--- config.mk ---
export PLATFORM = sky130hd
export DESIGN_NAME = lcm_stein
export DESIGN_NICKNAME = d
export VERILOG_FILES = /design/src/rtl/lcm_stein.sv
export SDC_FILE = /design/constraint.sdc
export NUM_CORES = 1
export LEC_CHECK = 0
export CAP_MARGIN = 25
export CORE_UTILIZATION = 35
export DETAILED_ROUTE_END_ITERATION = 10
export SETUP_SLACK_MARGIN = 0.3
export SKIP_LAST_GASP = 1
export SLEW_MARGIN = 0
export SYNTH_ARGS = -nofsm -noshare
export SYNTH_HDL_FRONTEND = slang
export SYNTH_SLANG_ARGS = --single-unit
--- constraint.sdc ---
create_clock -name clk -period 6.1 [get_ports clk]
set_clock_uncertainty 0.05 [all_clocks]
set_input_delay 1.22 -clock clk [delete_from_list [all_inputs] [get_ports clk]]
set_output_delay 1.22 -clock clk [all_outputs]
set_load 0.05 [all_outputs]
--- src/rtl/lcm_stein.sv ---
// rtl/lcm_stein.sv - 8-bit LCM unit: Stein GCD, restoring divide, shift-add multiply
module lcm_stein (
    input  logic        clk,
    input  logic        clr,
    input  logic [7:0]  a,
    input  logic [7:0]  b,
    input  logic        go,
    output logic        busy,
    output logic        done,
    output logic [7:0]  gcd_out,
    output logic [15:0] lcm_out
);

    typedef enum logic [2:0] {
        S_IDLE,
        S_GCD,
        S_DIV,
        S_MUL,
        S_DONE
    } state_t;

    state_t      r_state;
    state_t      w_next;

    logic [7:0]  r_ra;
    logic [7:0]  r_rb;
    logic [7:0]  r_x;
    logic [7:0]  r_y;
    logic [2:0]  r_k;
    logic [7:0]  r_g;
    logic        r_zero;
    logic [7:0]  r_rem;
    logic [7:0]  r_q;
    logic [3:0]  r_cnt;
    logic [15:0] r_acc;
    logic [15:0] r_mcand;
    logic [7:0]  r_mplier;
    logic [7:0]  r_gcd_out;
    logic [15:0] r_lcm_out;

    logic [8:0]  w_rem_shift;
    logic        w_fits;
    logic [7:0]  w_rem_sub;
    logic [15:0] w_acc_sum;

    // Partial remainder never exceeds the divisor, so the low byte of the
    // difference is exact whenever the divisor fits.
    assign w_rem_shift = {r_rem, r_q[7]};
    assign w_fits      = (w_rem_shift >= {1'b0, r_g});
    assign w_rem_sub   = w_rem_shift[7:0] - r_g;
    assign w_acc_sum   = r_mplier[0] ? (r_acc + r_mcand) : r_acc;

    // State register.
    always_ff @(posedge clk) begin
        if (clr) begin
            r_state <= S_IDLE;
        end else begin
            r_state <= w_next;
        end
    end

    // Next-state logic. A zero operand spends its single GCD cycle only to
    // report the trivial result; divider and multiplier are skipped.
    always_comb begin
        w_next = r_state;
        case (r_state)
            S_IDLE: if (go) w_next = S_GCD;
            S_GCD: begin
                if (r_zero)          w_next = S_DONE;
                else if (r_x == r_y) w_next = S_DIV;
            end
            S_DIV:  if (r_cnt == 4'd7) w_next = S_MUL;
            S_MUL:  if (r_cnt == 4'd8) w_next = S_DONE;
            S_DONE: w_next = S_IDLE;
            default: w_next = S_IDLE;
        endcase
    end

    // Datapath: operand capture, GCD reduction, division, multiplication and
    // result registers (loaded on the edge entering DONE so they are valid
    // together with done).
    always_ff @(posedge clk) begin
        if (clr) begin
            r_ra      <= '0;
            r_rb      <= '0;
            r_x       <= '0;
            r_y       <= '0;
            r_k       <= '0;
            r_g       <= '0;
            r_zero    <= 1'b0;
            r_rem     <= '0;
            r_q       <= '0;
            r_cnt     <= '0;
            r_acc     <= '0;
            r_mcand   <= '0;
            r_mplier  <= '0;
            r_gcd_out <= '0;
            r_lcm_out <= '0;
        end else begin
            case (r_state)
                S_IDLE: begin
                    if (go) begin
                        r_ra   <= a;
                        r_rb   <= b;
                        r_x    <= a;
                        r_y    <= b;
                        r_k    <= '0;
                        r_zero <= (a == 8'd0) || (b == 8'd0);
                        r_g    <= a | b;
                    end
                end
                S_GCD: begin
                    if (r_zero) begin
                        r_gcd_out <= r_g;
                        r_lcm_out <= '0;
                    end else if (r_x == r_y) begin
                        r_g   <= r_x << r_k;
                        r_rem <= '0;
                        r_q   <= r_ra;
                        r_cnt <= '0;
                    end else if (!r_x[0] && !r_y[0]) begin
                        r_x <= r_x >> 1;
                        r_y <= r_y >> 1;
                        r_k <= r_k + 3'd1;
                    end else if (!r_x[0]) begin
                        r_x <= r_x >> 1;
                    end else if (!r_y[0]) begin
                        r_y <= r_y >> 1;
                    end else if (r_x > r_y) begin
                        r_x <= (r_x - r_y) >> 1;
                    end else begin
                        r_y <= (r_y - r_x) >> 1;
                    end
                end
                S_DIV: begin
                    r_rem <= w_fits ? w_rem_sub : w_rem_shift[7:0];
                    r_q   <= {r_q[6:0], w_fits};
                    r_cnt <= (r_cnt == 4'd7) ? 4'd0 : r_cnt + 4'd1;
                end
                S_MUL: begin
                    // Step 0 loads the multiplier from the finished quotient;
                    // steps 1..8 each consume one multiplier bit.
                    if (r_cnt == 4'd0) begin
                        r_acc    <= '0;
                        r_mcand  <= {8'd0, r_rb};
                        r_mplier <= r_q;
                    end else begin
                        r_acc    <= w_acc_sum;
                        r_mcand  <= r_mcand << 1;
                        r_mplier <= r_mplier >> 1;
                        if (r_cnt == 4'd8) begin
                            r_gcd_out <= r_g;
                            r_lcm_out <= w_acc_sum;
                        end
                    end
                    r_cnt <= r_cnt + 4'd1;
                end
                default: begin
                end
            endcase
        end
    end

    assign busy    = (r_state != S_IDLE);
    assign done    = (r_state == S_DONE);
    assign gcd_out = r_gcd_out;
    assign lcm_out = r_lcm_out;

endmodule

# After elaboration in Yosys (flattened, before gate mapping)
# Cells that the tools add are included.
dict set report totals {
  wordCells 127
  register_bits 131
  inputBits 19
}
dict set report op_classes {
  reduce_logical 24
  n_lt_le_gt_ge 2
  n_addsub 6
  muxes 54
  n_bitwise 1
  shifts 1
  eq_ne 21
}
# op count
set ops {}
lappend ops {{2-to-1 mux 8 bit} 26}
lappend ops {{2-to-1 mux 16 bit} 6}
lappend ops {{case mux 8 bit (2 select lines)} 6}
lappend ops {{case mux 16 bit (2 select lines)} 1}
lappend ops {{2-to-1 mux 3 bit} 9}
lappend ops {{subtractor 8 bit} 3}
lappend ops {{!= test 2 bit, second input constant} 9}
lappend ops {{adder 16 bit} 1}
lappend ops {{logical NOT 8 bit} 2}
lappend ops {{AND reduction 4 bit} 4}
lappend ops {{2-to-1 mux 4 bit} 3}
lappend ops {{!= test 4 bit, second input constant} 3}
lappend ops {{case mux 3 bit (4 select lines)} 1}
lappend ops {{case mux 4 bit (3 select lines)} 1}
lappend ops {{AND reduction 6 bit} 2}
lappend ops {{AND reduction 5 bit} 2}
lappend ops {{>= comparator 9 x 8 -> 1 bit} 1}
lappend ops {{== test 8 bit} 1}
lappend ops {{> comparator 8 bit} 1}
lappend ops {{OR 8 bit} 1}
lappend ops {{left shift 8 x 3 -> 8 bit} 1}
lappend ops {{== test 3 x 2 -> 1 bit, second input constant} 2}
lappend ops {{!= test 3 bit, second input constant} 2}
lappend ops {{case mux 3 bit (2 select lines)} 1}
lappend ops {{15 further kinds} 20}

# Logic depth before layout (Yosys ltp)
# Gate-level depths: netlist of the first run.
dict set report depth {
  word_depth 8
  mapped_depth 11
  depth_no_buf 10
}

# Worst setup path before layout of the first run
# Ideal clock, no wire load.
dict set report synth_path {
  path_type {flip-flop to output port}
  start {register r_state[2]}
  end {output port done}
  arrival_time_ps 1707
  stages_incl_launch_ff 3
  path_slack_ps 3123
  cell_sequence {dfxtp_1 -> buf_4 -> nor3b_1}
}
dict set report synth_via {
  elab_chain_cells 1
}
# element line
set synth_rtl {}
lappend synth_rtl {{start, declared} 22} ;# state_t r_state;
lappend synth_rtl {{start signal, assigned} 58} ;# r_state <= w_next;
lappend synth_rtl {{== test 3 bit} 165} ;# assign done = (r_state == S_DONE);
lappend synth_rtl {{end, declared} 9} ;# output logic done,
# Every way passes these cells.

# Worst setup path after layout of the first run
# Ends and elaborated chain as after synthesis.

==> flow_summary.yaml, run 1 <==
power_and_ir_drop:
  powerDensity_nw_per_um2: 517
  vdd_drop_max_v: 0.000335
  total_power_w: 0.00457
  static-leakage-power_nw: 3.33
clocking:
  cts_max_path_buffers: 2
  cts_setup_buffers: 0
  cts_sinks: 131
  clk_latency_ns: 0.41
  cts_max_level: 4
  cts_resized: 0
  clkTransAtPathRegs_ns: 0.06
  cts-hold-fix-buffers: 0
  root_buffer: "clkbuf_16"
  cts_tree: "built"
  numCtsBuffers: 17
floorplan:
  die_area_um2: 22300
  num_rows: 53
  pin_count: 45
  initial_utilization_pct: 36.0
  die_h_um: 149
  fp.dieW_um: 149
  core_area_um2: 21200
worst_hold_path:
  hold_class: "reg -> reg"
placement:
  io_buffers: 44
  dp_hpwl_um: 14200
  gp_congestion: 0.856
  dpl.cell_count: 1195
synth:
  yosys.area.top_type: "dfxtp_1"
  synth_nets: 986
  avgSynthCellArea_um2: 8.27
  ys_ff_latch: 131
  seq_area_frac_synth_pct: 34.4
  synth_area_um2: 7610
  ys.flop_type: "dfxtp_1"
  ys_async_sr_fraction_pct: 0
  synth_area_leaders: "dfxtp_1 34%, ha_1 6.9%, a21oi_1 5.8%"
  syn_inst: 921
  synth-edff-count: 0
  yosys.area.top_type_share_pct: 34.4
  ys.warnings.count: 0
  synth_cell_types: 76
worst_setup_path:
  required_ns: 4.83
  setup.worst_path.end_class: "output port"
  critical_path.slowest_cell: "clkdlybuf4s50_1"
  path_cells: "nor3b_1, clkdlybuf4s50_1"
  worstPathArrival_ns: 2.20
  critPathLaunchType: "register"
  critPathKind: "reg -> out"
  path_max_fanout: 12
  slowest_delay_ns: 0.86
grt:
  grt_overflow: 0
  grt_first_pass_wirelength_um: 33100
  grt_util_all_layers_pct: 18.7
  antenna_found_initial: 0
  grt_max_degree: 69
  grt_pass1_vias: 6293
sta:
  setup_viol: 0
  slew_headroom_pct: 32.7
  fmax_mhz: 288
  period_share_pct: 56.9
  rsz0062_at_grt: "false"
  finalMaxSlewViolations: 0
  tns_ns: 0
  final_hold_viol_count: 0
  worstMarginPinSlew_ns: 1.00
  post-route-min-period_ns: 3.47
finish:
  fill_cells: 2120
  diodes: 0
  fin_cells: 1227
  layout.nets: 1005
  area_delta_synth_final_pct: 16.2
  drive_above_1_share_pct: 7.35
drt:
  drc_errors: 0
  routed_wl_um: 19900
  dr.pass1.iters: 5
  drtIter0Drc: 379
  via_per_inst: 5.50
  wire_per_inst_um: 16.2
  drtAntennaViolNets: 0
  dr_total_vias: 6743
status:
  status: "completed"
flow_run:
  cap_violations: 0
metal layers:
metal	vias up	global-route usage (%)	wire length, µm
li1	3375	-	-
met1	3184	26.0	9650
met2	164	29.1	9070
met3	20	3.72	896
met4	0	5.61	304
met5	-	0	0
through the flow:
step / area [µm²] / utilization, % / setup WS (ns) / hold WS, ns
after global routing: 8840 / 41.8 / 2.46 / 0.425
after detailed placement: 8240 / 39.0 / 2.38 / 0.392
after floorplan: 7610 / - / 3.12 / 0.381
after CTS: 8820 / 41.7 / 2.57 / 0.399
after global placement: 8240 / 39.0 / 2.41 / 0.391
final: 8840 / 41.8 / 2.63 / 0.400
area by class of cell:
type | instances | area (µm²) | area share [%]
Tap cell | 275 | 344 | 3.89
Clock buffer | 18 | 439 | 4.97
Clock inverter | 13 | 136 | 1.54
Timing Repair Buffer | 54 | 533 | 6.03
Sequential cell | 131 | 2620 | 29.7
Multi-Input combinational cell | 694 | 4610 | 52.1
Inverter | 42 | 158 | 1.78
power breakdown:
group | leakage, nW | internal, W | switching [W]
Combinational | 1.99 | 0.000942 | 0.00142
Sequential | 1.06 | 0.00102 | 0.000185
Clock | 0.274 | 0.000608 | 0.000387
Total | 3.33 | 0.00257 | 0.00200
cells by family (layout without fill, tap and decap cells):
group / Yosys count / in the layout / share of synthesized area, %
AND/OR/NAND/NOR: 297 / 297 / 18.4
AO/OA/AOI/OAI: 287 / 287 / 25.3
flip-flops: 131 / 131 / 34.4
buffers and inverters: 96 / 127 / 5.06
adder cells (fa/ha/maj): 46 / 46 / 7.95
multiplexers: 39 / 39 / 5.90
XOR/XNOR: 25 / 25 / 2.88
placed cells by master (no fill, tap or decap), drive strengths merged, types with 7 or more instances in the layout:
cell           Yosys  routed
o21ai             44      44
nand3             12      12
nor3              14      14
mux2               7       7
nor2             110     110
a22oi             29      29
clkbuf            36      18
dfxtp            131     131
a21oi             88      88
clkdlybuf4s50      0      43
nand2             96      96
a22o               7       7
o211ai             7       7
a31oi             10      10
o21a               8       8
o31ai             10      10
ha                42      42
a21o              11      11
or3               10      10
buf               18      11
nor2b             11      11
inv               42      43
a221oi             9       9
xnor2             16      16
a211oi            22      22
mux2i             28      28
xor2               9       9
a311oi             9       9
worst paths after layout:
| check | from | to | slack [ns] | depth (start not counted) |
|---|---|---|---|---|
| setup / recovery | r_state[2]$_SDFFE_PP0P_ | done | 2.63 | 2 |
| hold / removal | lcm_out[15]$_SDFFE_PP0P_ | lcm_out[15]$_SDFFE_PP0P_ | 0.40 | 2 |
| setup reg to reg | r_x[4]$_SDFFE_PP0P_ | lcm_out[12]$_SDFFE_PP0P_ | 2.69 | 10 |
| hold reg to reg | lcm_out[15]$_SDFFE_PP0P_ | lcm_out[15]$_SDFFE_PP0P_ | 0.40 | 2 |
flip-flops by register name (all words and copies together) (netlist names):
signal    cells
gcd_out       8
r_y           8
r_rb          8
r_x           8
r_state       3
r_g           8
r_rem         8
r_mcand      16
r_cnt         4
r_mplier      8
r_acc        16
lcm_out      16
r_q           8
r_zero        1
r_k           3
r_ra          8
critical path, delay by kind of cell (launching register included):
| family | cells | cell delay, ns |
|---|---|---|
| buffers and inverters | 1 | 0.86 |
| flip-flops | 1 | 0.60 |
| AND/OR/NAND/NOR | 1 | 0.33 |
cell usage after synthesis, types with 13 or more instances:
library cell,n
inv_1,42
xnor2_1,16
ha_1,42
mux2i_1,28
dfxtp_1,131
clkbuf_1,36
a21oi_1,88
a211oi_1,22
a22oi_1,28
nand2_1,96
nor2_1,110
nor3_1,13
o21ai_0,37
Power figures use the tool's default switching activity.
==> run 2, diff against run 1 <==
clock period = 3.37 ns   (was 6.1 ns; I/O delays follow)
==> flow_summary.yaml, run 2 (synthesis gave the netlist of run 1 again) <==
drt:
  met2_length_um: 9010
  dr.pass1.iters: 7
  met3_length_um: 1080
  drc_errors: 0
  drt-met1-wl_um: 9580
  via_per_inst: 5.42
  routed_wl_um: 19900
  dr_total_vias: 6702
  drtAntennaViolNets: 0
  wire_per_inst_um: 16.1
  topRoutingLayerUsed: "met4"
  drtIter0Drc: 484
worst_setup_path:
  critPathLaunchType: "register"
  crit_end: "done"
  r2r-end: "r_x[1]$_SDFFE_PP0P_"
  path_cells: "nor3b_1, clkdlybuf4s50_1"
  path_max_fanout: 12
  critPathKind: "reg -> out"
  required_ns: 2.65
  cp.depth: 2
  critical_path.slowest_cell: "clkdlybuf4s50_1"
  r2r_slack_ns: 0.47
  worstPathArrival_ns: 2.25
  setup.worst_path.end_class: "output port"
  slowest_delay_ns: 0.86
  ff2ff_path_depth: 10
  critical_path.top_delay_family: "buffers and inverters"
  cp.buffers_inverters: 1
  rr_startpoint: "r_x[0]$_SDFFE_PP0P_"
  startpoint: "r_state[2]$_SDFFE_PP0P_"
finish:
  fin_cells: 1237
  drive_above_1_share_pct: 8.21
  layout.nets: 1015
  design_area_um2: 8900
  mostFrequentLayoutCell: "dfxtp_1"
  diodes: 0
  layout_common_cells: "131 x dfxtp_1, 110 x nor2_1, 96 x nand2_1, 88 x a21oi_1, 43 x clkdlybuf4s50_1"
  area_delta_synth_final_pct: 16.9
sta:
  rsz0062_at_grt: "true"
  finalMaxSlewViolations: 0
  final_hold_viol_count: 0
  post-route-min-period_ns: 2.97
  worstMarginPinSlew_ns: 0.719
  slew_headroom_pct: 52.1
  tns_ns: 0
  setup_viol: 0
  period_share_pct: 88.2
  fmax_mhz: 336
grt:
  grt_pass1_vias: 6201
  grt_first_pass_wirelength_um: 32500
  antenna_found_initial: 0
  grt_util_all_layers_pct: 18.5
  grt_max_degree: 46
  grt_overflow: 0
floorplan:
  die_area_um2: 22300
  core_area_um2: 21200
  initial_utilization_pct: 36.0
  num_rows: 53
  fp.dieW_um: 149
  pin_count: 45
  die_h_um: 149
placement:
  place_area_um2: 8320
  dp_hpwl_um: 14600
  io_buffers: 44
  dpl.cell_count: 1206
  gp_congestion: 0.894
clocking:
  root_buffer: "clkbuf_16"
  cts_tree: "built"
  cts_max_path_buffers: 2
  clkTransAtPathRegs_ns: 0.05
  cts_setup_buffers: 0
  numCtsBuffers: 17
  cts_max_level: 4
  cts_sinks: 131
  clk_latency_ns: 0.42
power_and_ir_drop:
  vdd_drop_max_v: 0.000809
  static-leakage-power_nw: 3.37
  powerDensity_nw_per_um2: 941
flow_run:
  cap_violations: 0
worst_hold_path:
  hold_class: "reg -> reg"
status:
  status: "completed"
[run 2: per-stage QoR]
step | total power, W | setup WS [ns] | utilization (%) | hold WS (ns)
global route | 0.00899 | 0.278 | 42.1 | 0.418
floorplan | 0.00552 | 0.709 | - | 0.381
detailed placement | 0.00655 | 0.298 | 39.3 | 0.392
global placement | 0.00653 | 0.434 | 39.3 | 0.391
finish | 0.00837 | 0.397 | 42.1 | 0.398
CTS | 0.00833 | 0.302 | 41.9 | 0.399
[run 2: worst min path at each step]
stage	startpoint	end	slack, ns	cells past startpoint
2_1_floorplan	r_mplier[7]$_SDFFE_PP0P_	r_mplier[7]$_SDFFE_PP0P_	0.38	2
3_3_place_gp	lcm_out[15]$_SDFFE_PP0P_	lcm_out[15]$_SDFFE_PP0P_	0.39	2
3_5_place_dp	lcm_out[15]$_SDFFE_PP0P_	lcm_out[15]$_SDFFE_PP0P_	0.39	2
4_1_cts	lcm_out[15]$_SDFFE_PP0P_	lcm_out[15]$_SDFFE_PP0P_	0.40	2
5_1_grt	lcm_out[7]$_SDFFE_PP0P_	lcm_out[7]$_SDFFE_PP0P_	0.42	2
6_report	lcm_out[15]$_SDFFE_PP0P_	lcm_out[15]$_SDFFE_PP0P_	0.40	2
[run 2: per-layer routing]
layer	up-vias	GRT usage, %
met3	19	3.75
met5	-	0
li1	3396	-
met1	3129	25.3
met2	158	29.3
met4	0	4.90
[run 2: where the power goes]
group          total [W]  switching (W)  internal (W)
sequential       0.00219       0.000338       0.00185
clock            0.00174       0.000667       0.00107
combinational    0.00444        0.00263       0.00180
total            0.00837        0.00364       0.00473
[run 2: cell type report]
type | instances | area (µm²)
multi-input cells | 694 | 4640
fillers | 2085 | 12300
inverters | 42 | 158
clock inverters | 11 | 114
flip-flops and latches | 131 | 2620
well taps | 275 | 344
repair buffers | 64 | 588
clock buffers | 20 | 437
[run 2: worst reg2reg max path: stages (launching register included)]
cell	delay, ns
dfxtp_1	0.45
inv_1	0.11
ha_1	0.27
fa_1	0.45
nor2b_4	0.15
o2111ai_2	0.13
and3b_4	0.25
o31ai_4	0.22
a31oi_4	0.20
or3_1	0.42
a21oi_1	0.14
[run 2: timing repair]
item / in CTS / in global routing
endpoints found under the hold margin: 0 / 0
gates resized for setup: 0 / 4
endpoints found under the setup margin: 0 / 13
hold buffers: 0 / 0
==> run 3, diff against run 2 <==
--- a/config.mk
+++ b/config.mk
@@ -7,2 +7,3 @@
 export LEC_CHECK = 0
+export ABC_CLOCK_PERIOD_IN_PS = 2950
 export CAP_MARGIN = 25
==> constraint.sdc (replaced) <==
create_clock -name clk -period 2.95 [get_ports clk]
set_clock_uncertainty 0.05 [all_clocks]
set_input_delay 0.4425 -clock clk [delete_from_list [all_inputs] [get_ports clk]]
set_output_delay 0.4425 -clock clk [all_outputs]
set_load 0.05 [all_outputs]
==> flow_summary.yaml, run 3 (synthesis gave the netlist of run 1 again) <==
floorplan:
  num_rows: 53
  core_area_um2: 21200
  initial_utilization_pct: 36.0
  die_h_um: 149
  fp.dieW_um: 149
  die_area_um2: 22300
  pin_count: 45
worst_setup_path:
  setup.worst_path.end_class: "register"
  critPathLaunchType: "register"
  worstPathArrival_ns: 2.89
  critPathKind: "reg -> reg"
  required_ns: 3.25
  path_max_fanout: 3
drt:
  topRoutingLayerUsed: "met4"
  dr.pass1.iters: 5
  via_per_inst: 5.54
  drc_errors: 0
  wire_per_inst_um: 16.4
  dr_total_vias: 6963
  drtIter0Drc: 413
  met3_length_um: 875
  met2_length_um: 9330
  routed_wl_um: 20600
  drtAntennaViolNets: 0
  drt-met1-wl_um: 9960
finish:
  diodes: 0
  drive_above_1_share_pct: 12.9
  finish.utilization_pct: 43.8
  multi_input_area_um2: 4760
  layout_common_cells: "126 x dfxtp_1, 108 x nor2_1, 96 x nand2_1, 83 x a21oi_1"
  fill_cells: 2051
  seq_area_um2: 2630
  layout.nets: 1037
  mostFrequentLayoutCell: "dfxtp_1"
  area_delta_synth_final_pct: 21.8
sta:
  final_hold_viol_count: 0
  rsz0062_at_grt: "true"
  finalMaxSlewViolations: 0
  finalWorstSetupSlack_ns: 0.363
  post-route-min-period_ns: 2.59
  tns_ns: 0
  period_share_pct: 87.7
  fmax_mhz: 387
  slew_headroom_pct: 56.6
  setup_viol: 0
  worstMarginPinSlew_ns: 0.648
power_and_ir_drop:
  static-leakage-power_nw: 3.54
  vdd_drop_max_v: 0.000870
  powerDensity_nw_per_um2: 1100
clocking:
  clk_latency_ns: 0.42
  cts_max_level: 4
  cts_tree: "built"
  cts_max_path_buffers: 2
  numCtsBuffers: 17
  cts_sinks: 131
  clkTransAtPathRegs_ns: 0.06
  root_buffer: "clkbuf_16"
placement:
  place_ws_ns: 0.117
  gp_congestion: 0.883
  io_buffers: 44
  dp_hpwl_um: 14700
worst_hold_path:
  hold_class: "in -> reg"
status:
  status: "completed"
grt:
  grt_max_degree: 96
  grt_pass1_vias: 6399
  grt_first_pass_wirelength_um: 33500
  antenna_found_initial: 0
  grt_util_all_layers_pct: 19.0
  grt_overflow: 0
flow_run:
  cap_violations: 0
run 3: per-layer routing:
layer	vias to the layer above	GRT usage, %
li1	3453	-
met1	3315	26.2
met2	160	29.7
met3	35	3.57
met4	0	6.43
met5	-	0
run 3: worst paths after layout:
path | start | endpoint | slack [ns] | cells past startpoint
worst min-delay path | clr | lcm_out[12]$_SDFFE_PP0P_ | 0.31 | 2
worst max-delay path | r_mcand[0]$_SDFFE_PP0P_ | lcm_out[12]$_SDFFE_PP0P_ | 0.36 | 10
worst min register to register | lcm_out[7]$_SDFFE_PP0P_ | lcm_out[7]$_SDFFE_PP0P_ | 0.40 | 2
worst max register to register | r_mcand[0]$_SDFFE_PP0P_ | lcm_out[12]$_SDFFE_PP0P_ | 0.36 | 10
run 3: cell type report:
cell class,count,area share (%)
repair buffers,86,8.27
multi-input cells,694,51.4
inverters,42,1.70
well taps,275,3.71
clock buffers,25,5.56
clock inverters,4,1.03
flip-flops and latches,131,28.4
run 3: what timing repair did:
action	4_1_cts	5_1_grt
hold buffers	0	0
gates resized for setup	9	31
setup buffers	3	6
pin swaps	4	14
endpoints found under the setup margin	15	35
run 3: critical path: stages (launching register included):
cell,delay [ns]
dfxtp_4,0.36
ha_4,0.17
fa_2,0.41
a211oi_2,0.26
o21bai_1,0.13
o41ai_2,0.23
buf_4,0.18
o21ai_4,0.07
a31oi_4,0.23
mux2_4,0.32
a21oi_2,0.11
run 3: where the power goes:
group          leakage (nW)  switching, W  internal (W)
Sequential             1.07      0.000320       0.00212
Combinational          2.17       0.00321       0.00231
Clock                 0.301      0.000762       0.00145
Total                  3.54       0.00429       0.00588
run 3: metrics by stage:
step | hold slack [ns] | cells | total power [W] | cell area (µm²)
after global routing | 0.306 | 1257 | 0.0109 | 9270
after global placement | 0.391 | 1219 | 0.00761 | 8440
after floorplan | 0.381 | 921 | 0.00631 | 7620
after detailed placement | 0.398 | 1219 | 0.00760 | 8440
final | 0.307 | 1257 | 0.0102 | 9270
after CTS | 0.291 | 1251 | 0.00988 | 9110
